==> src/rtl/sram_arbiter_pkg.sv <==
// Shared definitions for the two-port asynchronous SRAM arbiter.
//   arb_state_t           : access sequencer states
//   PORT_A / PORT_B       : grant encoding (also the last-grant encoding)
//   DEFAULT_ACCESS_CYCLES : default strobe width in clk cycles
//   CNT_W                 : width of the ACCESS-phase down counter
package sram_arbiter_pkg;

  typedef enum logic [1:0] {
    IDLE   = 2'd0,
    SETUP  = 2'd1,
    ACCESS = 2'd2,
    HOLD   = 2'd3
  } arb_state_t;

  localparam logic PORT_A = 1'b0;
  localparam logic PORT_B = 1'b1;

  localparam int DEFAULT_ACCESS_CYCLES = 2;
  localparam int CNT_W = 4;

endpackage

==> src/rtl/sram_arb_pick.sv <==
// Combinational grant selection between port A (CPU) and port B (loader/DMA).
// Build option: define SRAM_ARB_RR_EN for round-robin on contention; when it
// is undefined A always wins contention and the last_grant input does not exist.
//
// Ports:
//   a_req, b_req : raw requests from the two ports
//   last_grant   : port granted most recently (SRAM_ARB_RR_EN builds only)
//   any_req      : at least one port is requesting
//   pick         : PORT_A or PORT_B, meaningful only when any_req is high
module sram_arb_pick
  import sram_arbiter_pkg::*;
(
  input  logic a_req,
  input  logic b_req,
`ifdef SRAM_ARB_RR_EN
  input  logic last_grant,
`endif
  output logic any_req,
  output logic pick
);

  always_comb begin
    any_req = a_req | b_req;
`ifdef SRAM_ARB_RR_EN
    // Contention goes to whichever port did not get the previous access.
    if (a_req && b_req) begin
      pick = (last_grant == PORT_A) ? PORT_B : PORT_A;
    end else begin
      pick = b_req ? PORT_B : PORT_A;
    end
`else
    pick = (b_req && !a_req) ? PORT_B : PORT_A;
`endif
  end

endmodule

==> src/rtl/sram_arbiter.sv <==
// Two-port arbiter in front of a single 8-bit asynchronous SRAM.
// Each access runs IDLE -> SETUP -> ACCESS (ACCESS_CYCLES clocks) -> HOLD and
// acknowledges the granted port with a one-cycle pulse in HOLD.
// Build option: SRAM_ARB_RR_EN selects round-robin contention handling
// (default build: fixed priority, A wins).
//
// Handshake: a port raises req with we/addr/wdata and keeps all of them
// stable until its ack pulse; the fields are registered on the IDLE->SETUP
// edge. A req still high in the cycle after ack is a new request.
//
// Ports:
//   clk, n_reset            : clock, synchronous active-low reset
//   a_*/b_* req,we,addr,wdata : request side of ports A and B
//   a_ack/b_ack             : completion pulse (HOLD cycle)
//   a_rdata/b_rdata         : read data, updated with each read ack
//   sram_addr/dout/din      : SRAM address, write data, pad read data
//   sram_drive              : pad output enable for sram_dout
//   n_sram_cs/oe/we         : active-low SRAM strobes
//   grant_b                 : port B owns the current access
//   state_dbg               : current sequencer state (arb_state_t encoding)
module sram_arbiter
  import sram_arbiter_pkg::*;
#(
  parameter int ADDR_W        = 18,
  parameter int ACCESS_CYCLES = DEFAULT_ACCESS_CYCLES  // legal 1..15
) (
  input  logic              clk,
  input  logic              n_reset,
  input  logic              a_req,
  input  logic              a_we,
  input  logic [ADDR_W-1:0] a_addr,
  input  logic [7:0]        a_wdata,
  output logic              a_ack,
  output logic [7:0]        a_rdata,
  input  logic              b_req,
  input  logic              b_we,
  input  logic [ADDR_W-1:0] b_addr,
  input  logic [7:0]        b_wdata,
  output logic              b_ack,
  output logic [7:0]        b_rdata,
  output logic [ADDR_W-1:0] sram_addr,
  output logic [7:0]        sram_dout,
  input  logic [7:0]        sram_din,
  output logic              sram_drive,
  output logic              n_sram_cs,
  output logic              n_sram_oe,
  output logic              n_sram_we,
  output logic              grant_b,
  output logic [1:0]        state_dbg
);

  // Counter reload: counts down to zero, so the last ACCESS cycle sees 0.
  localparam logic [CNT_W-1:0] CNT_LOAD = CNT_W'(ACCESS_CYCLES - 1);

  arb_state_t        state;
  logic [CNT_W-1:0]  cnt;
  logic              acc_we;     // registered direction of the current access
  logic              any_req;
  logic              pick;
  logic              sel_we;
  logic [ADDR_W-1:0] sel_addr;
  logic [7:0]        sel_wdata;

`ifdef SRAM_ARB_RR_EN
  logic last_grant;
`endif

  sram_arb_pick u_pick (
    .a_req      (a_req),
    .b_req      (b_req),
`ifdef SRAM_ARB_RR_EN
    .last_grant (last_grant),
`endif
    .any_req    (any_req),
    .pick       (pick)
  );

  always_comb begin
    sel_we    = a_we;
    sel_addr  = a_addr;
    sel_wdata = a_wdata;
    if (pick == PORT_B) begin
      sel_we    = b_we;
      sel_addr  = b_addr;
      sel_wdata = b_wdata;
    end
  end

  assign state_dbg = state;

  // All strobes are registered and change on state transitions, so every
  // output is glitch-free and aligned with the state it belongs to.
  always_ff @(posedge clk) begin
    if (!n_reset) begin
      state      <= IDLE;
      cnt        <= '0;
      acc_we     <= 1'b0;
      n_sram_cs  <= 1'b1;
      n_sram_oe  <= 1'b1;
      n_sram_we  <= 1'b1;
      sram_drive <= 1'b0;
      sram_addr  <= '0;
      sram_dout  <= '0;
      a_ack      <= 1'b0;
      b_ack      <= 1'b0;
      a_rdata    <= 8'h00;
      b_rdata    <= 8'h00;
      grant_b    <= 1'b0;
`ifdef SRAM_ARB_RR_EN
      last_grant <= PORT_B;  // so A wins the first contention after reset
`endif
    end else begin
      a_ack <= 1'b0;
      b_ack <= 1'b0;
      case (state)
        IDLE: begin
          if (any_req) begin
            state      <= SETUP;
            grant_b    <= (pick == PORT_B);
            acc_we     <= sel_we;
            sram_addr  <= sel_addr;
            sram_dout  <= sel_wdata;
            n_sram_cs  <= 1'b0;
            sram_drive <= sel_we;
            n_sram_oe  <= sel_we;   // reads enable the output from SETUP
`ifdef SRAM_ARB_RR_EN
            last_grant <= pick;
`endif
          end
        end
        SETUP: begin
          state     <= ACCESS;
          cnt       <= CNT_LOAD;
          n_sram_we <= !acc_we;
        end
        ACCESS: begin
          if (cnt == '0) begin
            state     <= HOLD;
            n_sram_we <= 1'b1;
            n_sram_oe <= 1'b1;
            // Final ACCESS cycle: the pad data has settled for the full strobe.
            if (!acc_we) begin
              if (grant_b) b_rdata <= sram_din;
              else         a_rdata <= sram_din;
            end
            if (grant_b) b_ack <= 1'b1;
            else         a_ack <= 1'b1;
          end else begin
            cnt <= cnt - 1'b1;
          end
        end
        HOLD: begin
          state      <= IDLE;
          n_sram_cs  <= 1'b1;
          sram_drive <= 1'b0;
          grant_b    <= 1'b0;
        end
        default: state <= IDLE;
      endcase
    end
  end

endmodule
==> config.mk <==
export PLATFORM = sky130hd
export DESIGN_NAME = sram_arbiter
export DESIGN_NICKNAME = d
export VERILOG_FILES = /design/src/rtl/sram_arbiter_pkg.sv /design/src/rtl/sram_arb_pick.sv /design/src/rtl/sram_arbiter.sv
export SDC_FILE = /design/constraint.sdc
export NUM_CORES = 1
export LEC_CHECK = 0
export CAP_MARGIN = 40
export CORE_ASPECT_RATIO = 0.75
export CORE_UTILIZATION = 38
export CTS_BUF_LIST = sky130_fd_sc_hd__clkbuf_8
export CTS_CLUSTER_DIAMETER = 80
export DETAILED_ROUTE_END_ITERATION = 12
export PLACE_DENSITY = 0.87
export SLEW_MARGIN = 10
export SYNTH_ARGS = -nofsm -noshare
export SYNTH_HDL_FRONTEND = slang
export SYNTH_SLANG_ARGS = --single-unit
==> constraint.sdc <==
create_clock -name clk -period 1.7 [get_ports clk]
set_clock_uncertainty 0.1 [all_clocks]
set_input_delay 0.34 -clock clk [delete_from_list [all_inputs] [get_ports clk]]
set_output_delay 0.34 -clock clk [all_outputs]
set_load 0.005 [all_outputs]
==> impl_metrics.prom, run 1 <==
# TYPE chip_impl_metric gauge
chip_impl_metric{name="drt_first_iter_violations",unit=""} 102
chip_impl_metric{name="initial_utilization",unit=""} 0.3952
chip_impl_metric{name="gr-total-overflow",unit=""} 0
chip_impl_metric{name="design.final.nets",unit=""} 496
chip_impl_metric{name="n_antenna_cell",unit=""} 0
chip_impl_metric{name="arrival",unit="ns"} 1.20
chip_impl_metric{name="ir_worst_vdd",unit="mV"} 0.6818
chip_impl_metric{name="syn_nets",unit=""} 368
chip_impl_metric{name="fp.dieH",unit="um"} 72.21
chip_impl_metric{name="async_reset_ff_frac",unit=""} 0
chip_impl_metric{name="fin_crit_sh",unit=""} 0.9636
chip_impl_metric{name="grt_pass1_wl",unit="um"} 10300
chip_impl_metric{name="final_routed_wirelength_across_all_metal_layers",unit="um"} 6937
chip_impl_info{name="layout_commonest_cell",value="clkdlybuf4s50_1"} 1
chip_impl_info{name="setup.worst_path.start_class",value="flip-flop"} 1
chip_impl_metric{name="ys_seq_elements",unit=""} 56
chip_impl_metric{name="slew_at_the_pin_closest_to_its_max_slew_limit",unit="ns"} 0.3773
chip_impl_info{name="grt_setup_unrepaired",value="no"} 1
chip_impl_metric{name="dr_total_vias",unit=""} 2545
chip_impl_metric{name="grt_util_all_layers",unit=""} 0.1869
chip_impl_metric{name="detailed_place.area",unit="sq um"} 3847
chip_impl_metric{name="core_area",unit="sq um"} 6319
chip_impl_info{name="cts_tree",value="done"} 1
chip_impl_metric{name="synth_enable_flop_cells",unit=""} 0
chip_impl_metric{name="ant_nets",unit=""} 0
chip_impl_metric{name="fp.dieArea",unit="sq um"} 6904
chip_impl_metric{name="setup_viol",unit=""} 0
chip_impl_info{name="synth.area.top_cells",value="dfxtp_1, nand2_1, a311oi_1"} 1
chip_impl_metric{name="dieWidth",unit="um"} 95.61
chip_impl_metric{name="row_count",unit=""} 25
chip_impl_info{name="synth_top_cell_by_area",value="dfxtp_1"} 1
chip_impl_info{name="run_status",value="finished, final reports clean"} 1
chip_impl_metric{name="timing_hold_violations_final",unit=""} 0
chip_impl_metric{name="routed_via_density",unit=""} 5.030
chip_impl_metric{name="drtPass1Iterations",unit=""} 4
chip_impl_metric{name="first_global_vias",unit=""} 2365
chip_impl_metric{name="syn_area_per_cell",unit="sq um"} 8.437
chip_impl_metric{name="place_congestion",unit=""} 0.9099
chip_impl_metric{name="synth_cells",unit=""} 296
chip_impl_metric{name="path_buf_inv",unit=""} 1
chip_impl_info{name="path_class",value="reg -> out"} 1
chip_impl_metric{name="power_per_cell_area",unit="nW/um^2"} 1224
chip_impl_metric{name="total_power",unit="mW"} 4.927
chip_impl_metric{name="synth-seq-area-share",unit=""} 0.4489
chip_impl_metric{name="post-route-drc-count",unit=""} 0
chip_impl_metric{name="netlist_area",unit="sq um"} 2497
chip_impl_metric{name="cap_viol_max_count",unit=""} 0
chip_impl_metric{name="area_growth",unit="%"} 61.22
chip_impl_metric{name="timing.critical_path.slowest_cell_delay",unit="ns"} 0.52
chip_impl_info{name="min_path_type",value="reg -> reg"} 1
chip_impl_metric{name="maximum_clock_frequency",unit="MHz"} 610.5
chip_impl_info{name="most_instantiated_flip_flop_cell_in_the_synthesis_netlist",value="dfxtp_1"} 1
chip_impl_metric{name="post_drt_wl_per_cell",unit="um"} 13.71
chip_impl_info{name="cts_root_buf",value="clkbuf_8"} 1
chip_impl_metric{name="post-route-min-period",unit="ns"} 1.638
chip_impl_info{name="commonest_non_fill_non_tap_cells_in_the_layout",value="clkdlybuf4s50_1, nand2_1, dfxtp_1"} 1
chip_impl_metric{name="netlist.area_leader.share",unit=""} 0.4489
chip_impl_metric{name="final_non_filler_cell_area",unit="sq um"} 4026
chip_impl_metric{name="detailed_place_hpwl",unit="um"} 5150
chip_impl_metric{name="tritoncts.num_buffers",unit=""} 5
chip_impl_metric{name="htreeDepth",unit=""} 2
chip_impl_metric{name="initial_antenna_violation_count",unit=""} 0
chip_impl_metric{name="maximum_number_of_pins_on_one_net_before_global_route_repair",unit=""} 53
chip_impl_metric{name="timing.max_slew.rel_slack",unit=""} 0.7458
chip_impl_metric{name="nFillCells",unit=""} 526
chip_impl_metric{name="critical_path.max_fanout",unit=""} 2
chip_impl_metric{name="design.portCount",unit=""} 117
chip_impl_metric{name="numClockSinks",unit=""} 56
chip_impl_metric{name="post_route_cells_drive_above_1_share",unit=""} 0.1129
chip_impl_metric{name="worstPathRequired",unit="ns"} 1.26
chip_impl_metric{name="synth.lib_cells_used.distinct",unit=""} 35
chip_impl_metric{name="leakage",unit="nW"} 1.640
chip_impl_metric{name="total_of_warnings_raised_by_yosys",unit=""} 0
chip_impl_info{name="cpLargestDelayFamily",value="buffers and inverters"} 1
chip_impl_metric{name="clock_insertion_delay_at_the_later_pin_of_the_skew_report",unit="ns"} 0.30
chip_impl_metric{name="timing.final.max_slew_violations",unit=""} 0
chip_impl_metric{name="register_clock_pin_slew_on_the_reported_worst_setup_and_hold_paths",unit="ns"} 0.10
chip_impl_info{name="cp_cell_sequence",value="clkdlybuf4s50_1"} 1
chip_impl_metric{name="port_buffers",unit=""} 116
chip_impl_info{name="cpMaxStageDelayCell",value="clkdlybuf4s50_1"} 1
chip_impl_metric{name="clockBufferDepth",unit=""} 2
chip_impl_info{name="endpoint_kind",value="primary output"} 1
==> flip-flops by register name, indices dropped and copies added (netlist names) <==
signal      flops
n_sram_oe       1
a_ack           1
cnt             4
sram_drive      1
acc_we          1
b_ack           1
state_dbg       2
a_rdata         8
grant_b         1
sram_dout       8
b_rdata         8
n_sram_cs       1
n_sram_we       1
sram_addr      18
==> cell families (layout without fill, tap and decap cells) <==
kind of cell               after synthesis  after routing  share of synthesized area
AOI/OAI and AO/OA                       53             53                     0.1598
buffers and inverters                   29            158                    0.06363
and+or+nand+nor                        135            135                     0.2295
adders and majority gates                6              6                    0.03006
DFF                                     56             56                     0.4489
muxes                                   17             17                    0.06813
==> cell type report <==
cell class / count / area (sq um) / area share
Clock buffer: 6 / 82.58 / 0.02051
Clock inverter: 2 / 11.26 / 0.002797
Inverter: 7 / 28.78 / 0.007147
Multi-Input combinational cell: 211 / 1255 / 0.3117
Sequential cell: 56 / 1124 / 0.2791
Tap cell: 81 / 101.3 / 0.02517
Timing Repair Buffer: 143 / 1424 / 0.3536
==> worst register-to-register path, delay by kind of cell (launching register included) <==
family	cells	cell delay, ns
flip-flops	1	0.34
buffers and inverters	2	0.24
adder cells (fa/ha/maj)	1	0.21
AND/OR/NAND/NOR	3	0.46
multiplexers	1	0.21
==> cell usage after synthesis (2+ instances only) <==
library cell and instances:
buf_2 4, a311oi_1 26, ha_1 6, a21oi_1 6, dfxtp_1 56, mux2i_1 17, a22oi_1 2, buf_4 10
o211ai_1 2, nand2_1 81, clkbuf_1 7, nand2b_1 5, o21ai_0 10, inv_1 7, nor2_1 35, nand3b_1 2
nor2b_1 2
==> worst paths after layout <==
| check | slack, ns | cells past startpoint | from | to |
|---|---|---|---|---|
| setup / recovery | 0.06 | 1 | n_sram_we | n_sram_we |
| hold / removal | 0.36 | 2 | a_rdata[1] | a_rdata[1] |
| setup reg to reg | 0.08 | 7 | cnt[1] | a_rdata[2] |
| hold reg to reg | 0.36 | 2 | a_rdata[1] | a_rdata[1] |
==> metal layers <==
| layer | vias to the layer above | wire (um) | global-route usage |
|---|---|---|---|
| li1 | 1267 | - | - |
| met1 | 1187 | 3167 | 0.2336 |
| met2 | 87 | 3333 | 0.3254 |
| met3 | 4 | 407 | 0.04088 |
| met4 | 0 | 27 | 0.04975 |
| met5 | - | 0 | 0 |
==> through the flow <==
| step | std cells | utilization | setup WS (ns) | hold WS (ns) | TNS [ns] |
|---|---|---|---|---|---|
| final | 506 | 0.6372 | 0.06190 | 0.3645 | 0 |
| after global routing | 506 | 0.6372 | 0.001906 | 0.3922 | 0 |
| after CTS | 505 | 0.6271 | -0.02911 | 0.3684 | -0.05737 |
| after detailed placement | 495 | 0.6089 | -0.1509 | 0.3529 | -3.624 |
| after global placement | 495 | 0.6089 | -0.06090 | 0.3435 | -1.279 |
| after floorplan | 296 | - | 0.05220 | 0.3511 | 0 |
==> power by group <==
part | internal, mW | switching, mW | total (mW) | leakage, nW
Clock | 0.326 | 0.408 | 0.734 | 0.0486
Combinational | 1.35 | 0.997 | 2.35 | 1.13
Sequential | 1.65 | 0.200 | 1.85 | 0.460
==> timing repair <==
| item | 4_1_cts | 5_1_grt |
|---|---|---|
| endpoints found under the setup margin | 16 | 46 |
| gates resized for setup | 4 | 10 |
| buffers inserted | 2 | 0 |
| gates cloned | 0 | 1 |
| pin swaps | 2 | 1 |
| hold buffers | 0 | 0 |
No activity file was read; power rests on OpenSTA's default activity.
==> inputs of run 2 (changes only) <==
Settings changed: RECOVER_POWER set to 50.
==> run 2 against run 1 <==
Against the previous run:
- critical path depth unchanged
- power is 0.23% lower
- cell count unchanged
- fmax rose by 0.80%
- first-iteration DRC count decreased by 2.9%
- critical endpoint unchanged
==> impl_metrics.prom, run 2 (synthesized netlist as in run 1, its figures left out) <==
# TYPE chip_impl_metric gauge
chip_impl_info{name="run_status",value="finished, final reports clean"} 1
chip_impl_metric{name="place_congestion",unit=""} 0.9099
chip_impl_metric{name="register_clock_pin_slew_on_the_reported_worst_setup_and_hold_paths",unit="ns"} 0.10
chip_impl_metric{name="power_per_cell_area",unit="nW/um^2"} 1224
chip_impl_info{name="cts_tree",value="done"} 1
chip_impl_info{name="timing.rr.start",value="cnt[1]"} 1
chip_impl_metric{name="final_routed_wirelength_across_all_metal_layers",unit="um"} 6944
chip_impl_metric{name="path_buf_inv",unit=""} 1
chip_impl_metric{name="critical_path.max_fanout",unit=""} 2
chip_impl_metric{name="ant_nets",unit=""} 0
chip_impl_metric{name="arrival",unit="ns"} 1.19
chip_impl_info{name="endpoint_with_the_worst_hold_slack",value="a_rdata[1]"} 1
chip_impl_metric{name="maximum_clock_frequency",unit="MHz"} 615.4
chip_impl_metric{name="drtPass1Iterations",unit=""} 4
chip_impl_metric{name="hold_path_depth",unit=""} 2
chip_impl_metric{name="worstPathRequired",unit="ns"} 1.26
chip_impl_metric{name="timing.final.max_slew_violations",unit=""} 0
chip_impl_info{name="endpoint_kind",value="primary output"} 1
chip_impl_metric{name="routed_via_density",unit=""} 5.022
chip_impl_info{name="registers.top_by_ff_count",value="sram_addr"} 1
chip_impl_metric{name="rr_worst_depth",unit=""} 7
chip_impl_metric{name="total_power",unit="mW"} 4.916
chip_impl_metric{name="detailedPlace.worstSlack",unit="ns"} -0.1509
chip_impl_metric{name="area_growth",unit="%"} 60.77
chip_impl_info{name="layout_commonest_cell",value="clkdlybuf4s50_1"} 1
chip_impl_metric{name="ir_worst_vdd",unit="mV"} 0.6810
chip_impl_metric{name="gr-total-overflow",unit=""} 0
chip_impl_metric{name="drt_first_iter_violations",unit=""} 99
chip_impl_metric{name="row_count",unit=""} 25
chip_impl_metric{name="clock_insertion_delay_at_the_later_pin_of_the_skew_report",unit="ns"} 0.30
chip_impl_info{name="grt_setup_unrepaired",value="no"} 1
chip_impl_metric{name="ctsHoldBuffers",unit=""} 0
chip_impl_info{name="setup.worst_path.start_class",value="flip-flop"} 1
chip_impl_metric{name="n_antenna_cell",unit=""} 0
chip_impl_metric{name="maximum_number_of_pins_on_one_net_before_global_route_repair",unit=""} 53
chip_impl_metric{name="largest_register_ff_count",unit=""} 18
chip_impl_info{name="cpMaxStageDelayCell",value="clkdlybuf4s50_1"} 1
chip_impl_metric{name="cap_viol_max_count",unit=""} 0
chip_impl_metric{name="fp.dieH",unit="um"} 72.21
chip_impl_metric{name="core_area",unit="sq um"} 6319
chip_impl_metric{name="instance_count_after_placement_with_tap_cells_included",unit=""} 495
chip_impl_metric{name="first_global_vias",unit=""} 2365
chip_impl_metric{name="numClockSinks",unit=""} 56
chip_impl_info{name="commonest_non_fill_non_tap_cells_in_the_layout",value="clkdlybuf4s50_1, nand2_1, dfxtp_1"} 1
chip_impl_metric{name="grt_util_all_layers",unit=""} 0.1869
chip_impl_info{name="min_path_type",value="reg -> reg"} 1
chip_impl_metric{name="design.portCount",unit=""} 117
chip_impl_metric{name="timing.max_slew.rel_slack",unit=""} 0.7402
chip_impl_metric{name="layoutNonFillerInstCount",unit=""} 506
chip_impl_metric{name="post-route-drc-count",unit=""} 0
chip_impl_metric{name="detailed_place_hpwl",unit="um"} 5150
chip_impl_info{name="path_class",value="reg -> out"} 1
chip_impl_metric{name="timing_hold_violations_final",unit=""} 0
chip_impl_metric{name="ff2ff_setup_slack",unit="ns"} 0.07
chip_impl_metric{name="design.final.nets",unit=""} 496
chip_impl_info{name="r2r-end",value="a_rdata[2]"} 1
chip_impl_metric{name="fin_crit_sh",unit=""} 0.9559
chip_impl_metric{name="fp.dieArea",unit="sq um"} 6904
chip_impl_metric{name="dieWidth",unit="um"} 95.61
chip_impl_metric{name="leakage",unit="nW"} 1.634
chip_impl_metric{name="initial_utilization",unit=""} 0.3952
chip_impl_metric{name="tritoncts.num_buffers",unit=""} 5
chip_impl_metric{name="post_route_cells_drive_above_1_share",unit=""} 0.1059
chip_impl_metric{name="dr_total_vias",unit=""} 2541
chip_impl_metric{name="postLayoutSetupSlackWorst",unit="ns"} 0.07495
chip_impl_metric{name="post_drt_wl_per_cell",unit="um"} 13.72
chip_impl_metric{name="timing.critical_path.slowest_cell_delay",unit="ns"} 0.51
chip_impl_info{name="cts_root_buf",value="clkbuf_8"} 1
chip_impl_metric{name="port_buffers",unit=""} 116
chip_impl_metric{name="post-route-min-period",unit="ns"} 1.625
chip_impl_metric{name="clockBufferDepth",unit=""} 2
chip_impl_info{name="cp_cell_sequence",value="clkdlybuf4s50_1"} 1
chip_impl_metric{name="htreeDepth",unit=""} 2
chip_impl_metric{name="initial_antenna_violation_count",unit=""} 0
chip_impl_metric{name="grt_pass1_wl",unit="um"} 10300
chip_impl_info{name="cpLargestDelayFamily",value="buffers and inverters"} 1
chip_impl_metric{name="setup_viol",unit=""} 0
chip_impl_info{name="hold_path.startpoint",value="a_rdata[1]"} 1
chip_impl_metric{name="slew_at_the_pin_closest_to_its_max_slew_limit",unit="ns"} 0.3857
run 2: cell count changes in the layout (fill, tap and decap cells not counted):
cell | before | now
clkbuf_1 | 0 | 2
dfxtp_2 | 2 | 1
buf_4 | 22 | 19
dlygate4sd3_1 | 0 | 1
dfxtp_1 | 54 | 55
clkbuf_2 | 0 | 1
clkdlybuf4s50_1 | 114 | 113
run 2: repair_timing:
item	CTS	global route
gates resized for setup	4	10
endpoints found under the setup margin	16	46
buffers inserted	2	0
pin swaps	2	1
cloned	0	1
run 2: through the flow:
step	area [sq um]	setup TNS (ns)	hold slack (ns)	utilization
after detailed placement	3847	-3.624	0.3529	0.6089
after global placement	3847	-1.279	0.3435	0.6089
after global routing	4015	0	0.3922	0.6354
final	4015	0	0.3645	0.6354
after floorplan	2497	0	0.3511	-
after CTS	3963	-0.05737	0.3684	0.6271
run 2: how the worst max path moves through the flow:
stage | cells after the start | start | slack, ns | end
global placement | 5 | a_req | -0.06 | sram_addr[5]
CTS | 7 | state_dbg[0] | -0.03 | a_rdata[2]
floorplan | 7 | state_dbg[0] | 0.05 | a_rdata[1]
finish | 1 | n_sram_we | 0.07 | n_sram_we
global route | 7 | cnt[1] | 0.002 | a_rdata[0]
detailed placement | 5 | b_req | -0.15 | sram_addr[13]
run 2: layout make-up:
class	count	area [sq um]
flip-flops and latches	56	1122
well taps	81	101.3
repair buffers	143	1414
fillers	532	2303
inverters	7	28.78
clock buffers	6	82.58
clock inverters	2	11.26
multi-input cells	211	1255
run 2: power by group:
group	leakage [nW]	switching, mW	internal (mW)	total (mW)
clock network	0.0486	0.408	0.326	0.734
logic	1.13	0.999	1.34	2.34
registers	0.460	0.200	1.64	1.84
total	1.63	1.61	3.31	4.92
run 2: per-layer routing:
metal,vias up,share of wire,global-route usage
li1,1269,-,-
met1,1183,0.46,0.2336
met2,87,0.48,0.3254
met3,2,0.058,0.04088
met4,0,0.0024,0.04975
met5,-,0,0
